$ cat src/rtl/alu_result_log.sv
// Circular history of completed ALU operations with a newest-to-oldest browse
// cursor feeding the seven-segment display path.
module alu_result_log #(
  parameter int DEPTH = 8
) (
  input  logic                       clk,
  input  logic                       rst,
  input  logic                       wr_valid,
  input  logic [2:0]                 wr_op,
  input  logic [5:0]                 wr_a,
  input  logic [5:0]                 wr_b,
  input  logic [6:0]                 wr_result,
  input  logic                       wr_cout,
  input  logic                       wr_ovf,
  input  logic                       step,
  input  logic                       clear,
  output logic [2:0]                 disp_op,
  output logic [5:0]                 disp_a,
  output logic [5:0]                 disp_b,
  output logic [6:0]                 disp_result,
  output logic                       disp_cout,
  output logic                       disp_ovf,
  output logic [$clog2(DEPTH)-1:0]   disp_age,
  output logic [$clog2(DEPTH):0]     count,
  output logic                       empty,
  output logic                       full,
  output logic                       dropped
);

  localparam int AW = $clog2(DEPTH);
  localparam int EW = 24;

  logic [EW-1:0] mem [DEPTH];
  logic [AW-1:0] wr_ptr;
  logic [AW:0]   cnt;
  logic [AW-1:0] age;
  logic          drop_q;
  logic [AW-1:0] sel;
  logic [EW-1:0] rd_entry;
  logic          at_full;
  logic          at_oldest;

  assign at_full   = (cnt == (AW+1)'(DEPTH));
  assign at_oldest = ({1'b0, age} == cnt - (AW+1)'(1));

  // Control state: pointer, occupancy, browse cursor, sticky overwrite flag
  always_ff @(posedge clk) begin
    if (rst || clear) begin
      wr_ptr <= '0;
      cnt    <= '0;
      age    <= '0;
      drop_q <= 1'b0;
    end else if (wr_valid) begin
      wr_ptr <= wr_ptr + AW'(1);
      age    <= '0;
      if (at_full) drop_q <= 1'b1;
      else         cnt    <= cnt + (AW+1)'(1);
    end else if (step && (cnt != '0)) begin
      if (at_oldest) age <= '0;
      else           age <= age + AW'(1);
    end
  end

  // Entry storage carries no reset; stale slots are masked by the empty check
  always_ff @(posedge clk) begin
    if (wr_valid && !rst && !clear)
      mem[wr_ptr] <= {wr_op, wr_a, wr_b, wr_result, wr_cout, wr_ovf};
  end

  assign sel      = wr_ptr - AW'(1) - age;
  assign rd_entry = empty ? '0 : mem[sel];

  assign {disp_op, disp_a, disp_b, disp_result, disp_cout, disp_ovf} = rd_entry;
  assign disp_age = age;
  assign count    = cnt;
  assign empty    = (cnt == '0);
  assign full     = at_full;
  assign dropped  = drop_q;

endmodule

$ cat config.mk
export PLATFORM = sky130hd
export DESIGN_NAME = alu_result_log
export DESIGN_NICKNAME = d
export VERILOG_FILES = /design/src/rtl/alu_result_log.sv
export SDC_FILE = /design/constraint.sdc
export NUM_CORES = 1
export LEC_CHECK = 0
export ABC_AREA = 0
export CAP_MARGIN = 20
export CELL_PAD_IN_SITES_DETAIL_PLACEMENT = 1
export CELL_PAD_IN_SITES_GLOBAL_PLACEMENT = 1
export CORE_UTILIZATION = 30
export DETAILED_ROUTE_END_ITERATION = 7
export PLACE_DENSITY = 0.51
export SLEW_MARGIN = 20
export SYNTH_ARGS = -nofsm -noshare
export SYNTH_HDL_FRONTEND = slang
export SYNTH_SLANG_ARGS = --single-unit
$ cat constraint.sdc
create_clock -name clk -period 4 [get_ports clk]
set_input_delay 0.8 -clock clk [delete_from_list [all_inputs] [get_ports clk]]
set_output_delay 0.8 -clock clk [all_outputs]
set_load 0.02 [all_outputs]
* Word level (Yosys, flattened, before mapping) *
Memories as Yosys holds them, arrays and structs flattened.
Index checks and enable logic that the tools add are counted.

storage, ports and cells
  output and inout bits = 34
  flip-flop bits (word level) = 11
  logic and storage cells = 29
  input bits = 29
  RAM bits = 192
  memories = 1

memory list
  memory  depth  bits a word  read ports  clocked after memory_dff  wr ports  line  source
  mem     8      24           1           0                         1         33    logic [EW-1:0] mem [DEPTH];

operators by class
  equal/unequal tests = 2
  multiplexer cells = 4
  bitwise gates (word level) = 1
  add/subtract/negate cells = 6
  reductions and logical operators = 11

operator list
  cell                 number
  $mux 24              1
  $add 3x1->3 const B  2
  $add 4x1->4 const B  1
  $eq 3x4->1           1
  $eq 4x4->1 const B   1
  $logic_not 4->1      1
  $reduce_and 2->1     2
  $reduce_bool 4->1    1
  $sub 4x1->4 const B  1
  $logic_and 1x1->1    3
  $mux 3               1
  $sub 3x1->3 const B  1
  $sub 3x3->3          1
  $logic_not 1->1      2
  $mux 1               2
  $reduce_or 2->1      1
  $logic_or 1x1->1     1
  $not 1->1            1

* Longest topological paths before layout *
Gate-level depths: netlist of the first run.

  depth after elaboration = 5
  mapped depth = 8

* Worst setup path after synthesis of the first run *
Ideal clock, no wire load.

  kind = in2reg
  start point = input wr_valid
  end point = memory mem[1][0], enable pin
  stages on the path = 3
  data arrival time = 2967 ps
  slack = 598 ps
  buffers on the path = 1
  library setup time = 435 ps
  path through = clkbuf_1 nand3_1 nor3_1

on the way
  longest elaborated chain between the ends = 4

RTL lines
  item                            line  source
  start: declaration              8     input logic wr_valid,
  $logic_and 1x1->1 (2 in a row)  66    if (wr_valid && !rst && !clear)
  $mux 1                          66
  $mux 1 (not written as such)    67    mem[wr_ptr] <= {wr_op, wr_a, wr_b, wr_result, wr_cout, wr_ovf};
  end: declaration                33

No other way between the ends.

* Worst setup path after layout of the first run *
  start point = register age[0] (netlist: disp_age[0])
  end point = output disp_ovf

on the way
  longest elaborated chain between the ends = 3

RTL lines
  item                      line  source
  start: declaration        36    logic [AW-1:0] age;
  start signal: assignment  60    else age <= age + AW'(1);
  $sub 3x3->3               70    assign sel = wr_ptr - AW'(1) - age;
  $mem_v2 8x24              -
  $mux 24                   71    assign rd_entry = empty ? '0 : mem[sel];
  end: declaration          22    output logic disp_ovf,

No other way between the ends.

==> results.md, run 1 <==
- Most frequent cells in the layout: edfxtp_1 (192), nand2_1 (54), mux4_2 (48), clkdlybuf4s50_1 (38), buf_4 (27)
- Fillcell total: 2,586
- Combinational share of power: 6.4%
- Worst Path Arrival: 3.02 ns
- Ant diodes: 0
- Worst reg-to-reg path cell count: 7
- Failing checks: DRC
- 1st-pass router iterations: 6
- Synthesized Nets: 453
- Sequential power share: 51.5%
- Die Wd: 166 µm
- Fmax: 262 MHz
- Min cycle time layout: 3.82 ns
- Tot GR Track Use: 13.6%
- Worst-Skew Late Latency: 0.51 ns
- Hold Path Class: reg -> reg
- GPL Wtd Cong: 0.695
- Initial antenna violation count: 0
- Part of the cycle the worst path needs: 95.4%
- Critical path's slowest cell: dfxtp_1
- Clock buffer depth: 3
- Outcome: finished, violations left
- MaxCap Viol Count: 0
- CP endpoint kind: output pin
- Flop2flop setup slack: 1.72 ns
- Vias in the first global route: 4,508
- Aggregate global routing overflow: 0
- Area grow syn2layout: 24.1%
- Final core occ: 38.2%
- Slew margin rel.: 67.5%
- CP Class: reg -> out
- DR iter-0 viols: 223
- Largest net degree at the start of global routing: 29
- Req. time, crit path: 3.20 ns
- Maximum level of the CTS H-tree: 1
- Warnings, synthesis: 0
- RR Endpoint: disp_age[0]
- HPWL Detailed: 11.1 mm
- Pwr dens: 456 mW/mm²
- Internal: 0.00359 W
- Via density: 4.71
- Input/output buffers: 62
- Crit path largest cell delay: 0.41 ns
- Ports: 63
- Min-delay src: dropped
- Inserted Clock Buffers: 23
- Least-Margin Pin Slew: 0.487 ns
- Routed Antenna Nets: 0
- Seq/Total Area, Yosys: 74.5%
- First-pass GRT wire length: 27.8 mm
- Fraction of layout cells with a size suffix above 1: 23.7%
- Die area: 0.0274 mm²
- R2R Path Start: count[0]
- Clk pwr share: 42.1%
- Synthesized flop and latch total: 203
- CTS tree: yes
- Root Driver: clkbuf_16
- RSZ-0062 raised after global routing: false
- Post-CTS Hold Fix Bufs: 0
- Clock slew seen by the registers of the worst setup and hold paths: 0.06 ns
- Die Ht: 166 µm
- Hold worst-path end: dropped
- Endpoints failing setup: 0
- Crit path from: disp_age[0]
- Commonest non-fill, non-tap cell in the layout: edfxtp_1
- Crit-path cells: inv_1, ha_4, fa_2, xnor2_4, xor2_2, buf_4, nand2_1, a21oi_1, dlygate4sd2_1
- Starting density of the core: 30.7%
- Post-Syn Instances: 417
- Fin. max-slew vios: 0
- DRC errors left: 13
- Mean post-synth cell area: 19.3 µm²
- Placement Rows: 59
- Mapped Area: 0.00803 mm²
- Detailed Route WL: 18.1 mm
- Distinct cells, synth: 33
- Switching share of power: 21.1%
- Net Sw Power: 0.000957 W
- P_leak: 3.47 nW
- Nets: 552
- Clk sinks: 203
- WL/cell: 20.9 µm
- Hold path depth: 2
- Core Area: 0.0261 mm²
- Via count: 4,082
- Peak supply drop: 240 µV
- Startpoint types: flip-flop
- Clock Skew: 0.0171 ns
- Critical Path Fanout Max: 10
- Fin Setup TNS: 0 ns
- Final Hold Fails: 0
worst max-delay path: cells and delay by family, from the launching register on:
| family | cells | cell delay (ns) |
|---|---|---|
| DFF | 1 | 0.41 |
| AOI/OAI and AO/OA | 1 | 0.27 |
| adders and majority gates | 2 | 0.54 |
| and+or+nand+nor | 1 | 0.08 |
| buffers and inverters | 3 | 0.76 |
| xor gates and xnor gates | 2 | 0.46 |
per-layer routing:
metal | GRT usage (%) | vias to the layer above | wire [µm]
met3 | 2.22 | 26 | 541
li1 | - | 1846 | -
met4 | 3.49 | 0 | 396
met5 | 0 | - | 0
met2 | 24.4 | 70 | 9520
met1 | 17.0 | 2140 | 7660
flip-flops by register name, summed over array words and instances, names as in the netlist:
name      flops
count         4
wr_ptr        3
disp_age      3
dropped       1
mem         192
synth_stat cells (all sizes together):
cell type,instances,share of area [%]
a2111oi,1,0.11
a21oi,26,1.6
and3b,1,0.11
buf,14,1.2
clkbuf,6,0.28
dfxtp,11,2.7
edfxtp,192,72
fa,1,0.25
ha,6,0.93
inv,4,0.19
mux2i,3,0.37
mux4,48,13
nand2,54,2.5
nand2b,4,0.31
nand3,1,0.062
nand3b,1,0.094
nand4,1,0.078
nor2,16,0.75
nor3,7,0.44
nor3b,1,0.23
o21ba,1,0.12
o311ai,1,0.11
o31ai,1,0.094
or2,1,0.078
or3,1,0.078
or4,1,0.094
xnor2,8,1.2
xor2,5,0.64
how the worst max path moves through the flow:
stage                       endpoint  depth (start not counted)
after floorplan            mem[1][0]                          3
after global placement     disp_b[1]                          9
after detailed placement   disp_a[5]                          9
after CTS                 disp_op[2]                          9
after global routing        disp_ovf                          9
final                       disp_ovf                          9
what timing repair did:
item | in CTS | in global routing
setup buffers | 5 | 0
setup endpoints to repair | 24 | 7
pin swaps | 2 | 0
gates resized for setup | 19 | 7
power by group through the flow:
| stage | logic [W] | registers [W] | clock network (W) |
|---|---|---|---|
| floorplan | 0.000158 | 0.00239 | 0 |
| global placement | 0.000289 | 0.00238 | 0 |
| detailed placement | 0.000295 | 0.00239 | 0 |
| CTS | 0.000298 | 0.00234 | 0.00198 |
| global route | 0.000316 | 0.00234 | 0.00206 |
| finish | 0.000289 | 0.00234 | 0.00191 |
per-stage QoR:
stage | hold WS [ns] | cell area, µm² | total power (W) | cells | setup WS (ns)
2_1_floorplan | 0.535 | 8030 | 0.00254 | 417 | 0.598
3_3_place_gp | 0.456 | 9230 | 0.00267 | 821 | 0.367
3_5_place_dp | 0.477 | 9230 | 0.00268 | 821 | 0.267
4_1_cts | 0.493 | 9950 | 0.00462 | 866 | 0.000507
5_1_grt | 0.528 | 9970 | 0.00472 | 866 | 0.00870
6_report | 0.481 | 9970 | 0.00454 | 866 | 0.182
area by class of cell:
cell class | instances | area, µm² | area share, %
multi-input cells | 190 | 1960 | 19.7
repair buffers | 94 | 911 | 9.14
flip-flops and latches | 203 | 5990 | 60.0
inverters | 4 | 15.0 | 0.151
clock buffers | 27 | 591 | 5.92
well taps | 335 | 419 | 4.20
clock inverters | 13 | 88.8 | 0.891
logic make-up (layout without fill, tap and decap cells):
family | after synthesis | in the layout | synth area share (%)
AOI/OAI and AO/OA | 30 | 30 | 2.06
xor gates and xnor gates | 13 | 13 | 1.84
adders and majority gates | 7 | 7 | 1.18
buffers and inverters | 24 | 138 | 1.71
DFF | 203 | 203 | 74.5
muxes | 51 | 51 | 13.8
and+or+nand+nor | 89 | 89 | 4.85
No activity file was read; power rests on OpenSTA's default activity.
==> run 2: changes to the inputs <==
--- a/config.mk
+++ b/config.mk
@@ -10,6 +10,7 @@
 export CELL_PAD_IN_SITES_DETAIL_PLACEMENT = 1
 export CELL_PAD_IN_SITES_GLOBAL_PLACEMENT = 1
 export CORE_UTILIZATION = 30
+export CTS_BUF_LIST = sky130_fd_sc_hd__clkbuf_16
 export DETAILED_ROUTE_END_ITERATION = 7
 export PLACE_DENSITY = 0.51
 export SLEW_MARGIN = 20
==> run 2 against run 1 <==
The run still ends with DRC left. Global-route usage unchanged. Clock skew decreased by 0.0012 ns. Sequential cell count unchanged. Critical path depth unchanged. Clock power about the same. First-iteration DRC count unchanged. Count of clock-buffer cells in the layout decreased by 4. Maximum frequency about the same. Non-clock buffer count unchanged. Wire length about the same. Critical path type unchanged. Critical endpoint unchanged.
==> results.md, run 2 (synthesis results as in run 1) <==
- Part of the cycle the worst path needs: 95.4%
- Die Ht: 166 µm
- Routed Antenna Nets: 0
- Final core occ: 38.2%
- Post-CTS Hold Fix Bufs: 0
- Peak supply drop: 240 µV
- CTS tree: yes
- Combinational share of power: 6.4%
- 1st-pass router iterations: 6
- First-pass GRT wire length: 27.8 mm
- CP Class: reg -> out
- Critical path's slowest cell: dfxtp_1
- Die Wd: 166 µm
- MaxCap Viol Count: 0
- Clock Skew: 0.0159 ns
- Via count: 4,085
- Commonest non-fill, non-tap cell in the layout: edfxtp_1
- Internal: 0.00358 W
- Hold_ws: 0.481 ns
- WL/cell: 20.9 µm
- Fin. max-slew vios: 0
- Crit path largest cell delay: 0.41 ns
- Pwr dens: 454 mW/mm²
- Sequential power share: 51.7%
- Startpoint types: flip-flop
- Starting density of the core: 30.7%
- Crit-path cells: inv_1, ha_4, fa_2, xnor2_4, xor2_2, buf_4, nand2_1, a21oi_1, dlygate4sd2_1
- Ant diodes: 0
- Most frequent cells in the layout: edfxtp_1 (192), nand2_1 (54), mux4_2 (48), clkdlybuf4s50_1 (38), buf_4 (27)
- Ports: 63
- GPL Wtd Cong: 0.695
- Vias in the first global route: 4,508
- RSZ-0062 raised after global routing: false
- Min-delay src: dropped
- Fin Setup TNS: 0 ns
- Worst Path Arrival: 3.02 ns
- Aggregate global routing overflow: 0
- Switching share of power: 21.1%
- Clk sinks: 203
- Least-Margin Pin Slew: 0.487 ns
- Clock buffer depth: 3
- Fraction of layout cells with a size suffix above 1: 23.7%
- Slew margin rel.: 67.6%
- DRC errors left: 13
- R2R Path Start: count[0]
- Fillcell total: 2,586
- Net Sw Power: 0.000955 W
- Number of flip-flops under the largest register name: 192
- Clk pwr share: 41.9%
- Outcome: finished, violations left
- Fmax: 262 MHz
- Endpoints failing setup: 0
- Maximum level of the CTS H-tree: 1
- Critical Path Fanout Max: 10
- Final Hold Fails: 0
- P_leak: 3.48 nW
- Worst-Skew Late Latency: 0.51 ns
- CP endpoint kind: output pin
- Failing checks: DRC
- Core Area: 0.0261 mm²
- Min cycle time layout: 3.82 ns
- Root Driver: clkbuf_16
- Placement Rows: 59
- Initial antenna violation count: 0
- Clock slew seen by the registers of the worst setup and hold paths: 0.06 ns
- Detailed Route WL: 18.1 mm
- Crit path from: disp_age[0]
- Via density: 4.72
- Nets: 552
- Die area: 0.0274 mm²
- Inserted Clock Buffers: 23
- Register name with the most flops: mem
- Largest net degree at the start of global routing: 29
- Tot GR Track Use: 13.6%
- Area grow syn2layout: 24.1%
- Req. time, crit path: 3.20 ns
- HPWL Detailed: 11.1 mm
- DR iter-0 viols: 223
- Input/output buffers: 62
- Hold Path Class: reg -> reg
[run 2: changes by cell type in the layout (fill, tap and decap cells not counted)]
cell	change
clkbuf_1	-4
inv_1	+4
[run 2: worst paths after layout]
| kind | endpoint | slack [ns] | cells after the start |
|---|---|---|---|
| worst min register to register | dropped | 0.48 | 2 |
| worst max-delay path | disp_ovf | 0.18 | 9 |
| worst min-delay path | dropped | 0.48 | 2 |
| worst max register to register | disp_age[0] | 1.72 | 7 |
[run 2: timing repair]
| action | in CTS | in global routing |
|---|---|---|
| setup buffers | 5 | 0 |
| pin swaps | 2 | 0 |
| gates resized for setup | 19 | 7 |
| endpoints found under the hold margin | 0 | 0 |
| setup endpoints to repair | 24 | 7 |
[run 2: metrics by stage]
| stage | instance area, µm² | power (W) | std cells | setup slack [ns] |
|---|---|---|---|---|
| floorplan | 8030 | 0.00254 | 417 | 0.598 |
| global placement | 9230 | 0.00267 | 821 | 0.367 |
| detailed placement | 9230 | 0.00268 | 821 | 0.267 |
| CTS | 9950 | 0.00461 | 866 | 0.000507 |
| global route | 9970 | 0.00471 | 866 | 0.00870 |
| finish | 9970 | 0.00453 | 866 | 0.183 |
[run 2: final cells by class]
class                           count  area (µm²)  share of cell area, %
Sequential cell                   203        5990                   60.0
Tap cell                          335         419                   4.20
Clock inverter                     17         104                   1.04
Timing Repair Buffer               94         911                   9.14
Clock buffer                       23         576                   5.77
Inverter                            4        15.0                  0.151
Multi-Input combinational cell    190        1960                   19.7
[run 2: power groups by stage]
stage	registers, W	clock network (W)	logic (W)
final	0.00234	0.00190	0.000289
after global routing	0.00234	0.00205	0.000316
after CTS	0.00234	0.00197	0.000298
after detailed placement	0.00239	0	0.000295
after global placement	0.00238	0	0.000289
after floorplan	0.00239	0	0.000158
[run 2: worst max-delay path: cells and delay by family, from the launching register on]
kind	cells	cell delay [ns]
compound gates	1	0.27
flops	1	0.41
xor+xnor	2	0.46
simple gates	1	0.08
fa+ha+maj	2	0.54
buf+inv	3	0.76
[run 2: metal layers]
layer / vias to the layer above / global-route usage [%] / share of wire, %
li1: 1846 / - / -
met2: 72 / 24.4 / 53
met5: - / 0 / 0
met1: 2141 / 17.0 / 42
met3: 26 / 2.22 / 3.0
met4: 0 / 3.49 / 2.2
==> run 3: changes to the inputs <==
--- a/config.mk
+++ b/config.mk
@@ -9,10 +9,11 @@
 export CAP_MARGIN = 20
 export CELL_PAD_IN_SITES_DETAIL_PLACEMENT = 1
 export CELL_PAD_IN_SITES_GLOBAL_PLACEMENT = 1
-export CORE_UTILIZATION = 30
+export CORE_UTILIZATION = 50
 export CTS_BUF_LIST = sky130_fd_sc_hd__clkbuf_16
 export DETAILED_ROUTE_END_ITERATION = 7
-export PLACE_DENSITY = 0.51
+export PLACE_DENSITY = 0.78
+export SETUP_SLACK_MARGIN = 0.4
 export SLEW_MARGIN = 20
 export SYNTH_ARGS = -nofsm -noshare
 export SYNTH_HDL_FRONTEND = slang
==> run 3 against run 2 <==
The flow now finishes without violations. Largest cell class unchanged. Final cell count down 15%. Critical path depth unchanged. Clock power up 6%. Register-to-register slack about the same. Worst hold slack worse by 0.015 ns. Clock skew up 0.0022 ns. Sequential cell count unchanged. Count of clock-buffer cells in the layout unchanged. Die area down 40%. Global-route usage up 9.6 points. Highest routed layer unchanged. Cell area down 1.4%. Critical endpoint is now disp_a[3]. Critical path type unchanged.
==> results.md, run 3 (synthesis results as in run 1) <==
- RSZ-0062 raised after global routing: true
- Root Driver: clkbuf_16
- DRC errors left: 0
- Largest net degree at the start of global routing: 28
- 1st-pass router iterations: 5
- Maximum level of the CTS H-tree: 1
- Least-Margin Pin Slew: 0.672 ns
- Fin Setup TNS: 0 ns
- CP endpoint kind: output pin
- Initial antenna violation count: 0
- Slew margin rel.: 55.1%
- Aggregate global routing overflow: 0
- CTS tree: yes
- Die area: 0.0166 mm²
- Starting density of the core: 52.1%
- Delay-heaviest family, CP: buffers and inverters
- Via count: 4,248
- Commonest non-fill, non-tap cell in the layout: edfxtp_1
- Critical Path Fanout Max: 12
- Area grow syn2layout: 22.3%
- Register name with the most flops: mem
- Hold Path Class: reg -> reg
- DR iter-0 viols: 270
- Final Hold Fails: 0
- Ports: 63
- Cell area after placement: 0.00906 mm²
- Crit path largest cell delay: 0.38 ns
- Vias in the first global route: 4,597
- Fraction of layout cells with a size suffix above 1: 29.4%
- Nets: 545
- Fmax: 280 MHz
- GPL Wtd Cong: 0.721
- Peak supply drop: 367 µV
- Clock slew seen by the registers of the worst setup and hold paths: 0.06 ns
- Clk sinks: 203
- Clock Skew: 0.0181 ns
- Worst Path Buf+Inv: 3
- Clock buffer depth: 3
- Req. time, crit path: 3.20 ns
- Placement Rows: 45
- Die Ht: 129 µm
- Part of the cycle the worst path needs: 89.3%
- R2R Path Start: count[0]
- Worst-Skew Late Latency: 0.50 ns
- Startpoint types: flip-flop
- Endpoints failing setup: 0
- Min-delay src: dropped
- Min cycle time layout: 3.57 ns
- First-pass GRT wire length: 27.5 mm
- WL/cell: 24.6 µm
- Fillcell total: 1,347
- Fin. max-slew vios: 0
- Design Area, Final: 0.00983 mm²
- Crit-path cells: inv_1, ha_4, fa_2, xnor2_4, xor2_4, buf_8, nand2_1, a21oi_2, clkdlybuf4s15_2
- Tot GR Track Use: 23.2%
- Number of flip-flops under the largest register name: 192
- Final core occ: 63.7%
- HPWL Detailed: 10.3 mm
- MaxCap Viol Count: 0
- Inserted Clock Buffers: 22
- Critical path's slowest cell: fa_2
- Routed Antenna Nets: 0
- Via density: 5.78
- Die Wd: 129 µm
- Ant diodes: 0
- Input/output buffers: 62
- Outcome: completed
- Core Area: 0.0154 mm²
- Worst Path Arrival: 2.77 ns
- CP Class: reg -> out
- P_leak: 3.33 nW
- Most frequent cells in the layout: edfxtp_1 (192), nand2_1 (54), mux4_2 (48), clkdlybuf4s50_1 (38), clkbuf_16 (23)
- Detailed Route WL: 18.1 mm
- Crit path from: disp_age[0]
- Pwr dens: 474 mW/mm²
-- run 3: final cells by class --
type / instances / area, µm² / area share [%]
Sequential cell: 203 / 5990 / 61.0
Multi-Input combinational cell: 190 / 1980 / 20.1
Timing Repair Buffer: 88 / 842 / 8.57
Clock buffer: 23 / 576 / 5.86
Tap cell: 211 / 264 / 2.69
Clock inverter: 16 / 160 / 1.63
Inverter: 4 / 15.0 / 0.153
-- run 3: report_power, final --
group          switching [W]  internal [W]  total (W)
logic               0.000157      0.000135   0.000292
registers         0.00000610       0.00233    0.00234
clock network       0.000787       0.00123    0.00202
total               0.000950       0.00370    0.00466
-- run 3: routing by layer --
metal  wire length, µm  global-route usage [%]
met5                 0                       0
met4               371                    7.20
met3               808                    2.95
met2              9400                    40.9
met1              7480                    30.2
-- run 3: worst min-delay path, cell delays in order (launching register included) --
cell	delay (ns)
dfxtp_1	0.32
a21oi_1	0.04
nor2_1	0.07
-- run 3: final timing paths --
path                  to  slack [ns]  cells after the start
max            disp_a[3]        0.43                      9
min              dropped        0.47                      2
max reg2reg  disp_age[0]        1.72                      7
min reg2reg      dropped        0.47                      2
-- run 3: timing repair --
item	4_1_cts	5_1_grt
setup endpoints to repair	24	24
buffers inserted	3	0
gates resized for setup	87	25
pin swaps	2	2
endpoints found under the hold margin	0	0
hold buffers	0	0
cloned	1	0
-- run 3: metrics by stage --
| step | std cells | worst slack, ns | total power, W | hold WS (ns) |
|---|---|---|---|---|
| finish | 735 | 0.430 | 0.00466 | 0.466 |
| CTS | 735 | 0.370 | 0.00470 | 0.473 |
| floorplan | 417 | 0.598 | 0.00254 | 0.535 |
| global placement | 692 | 0.493 | 0.00266 | 0.447 |
| global route | 735 | 0.339 | 0.00478 | 0.493 |
| detailed placement | 692 | 0.380 | 0.00267 | 0.455 |
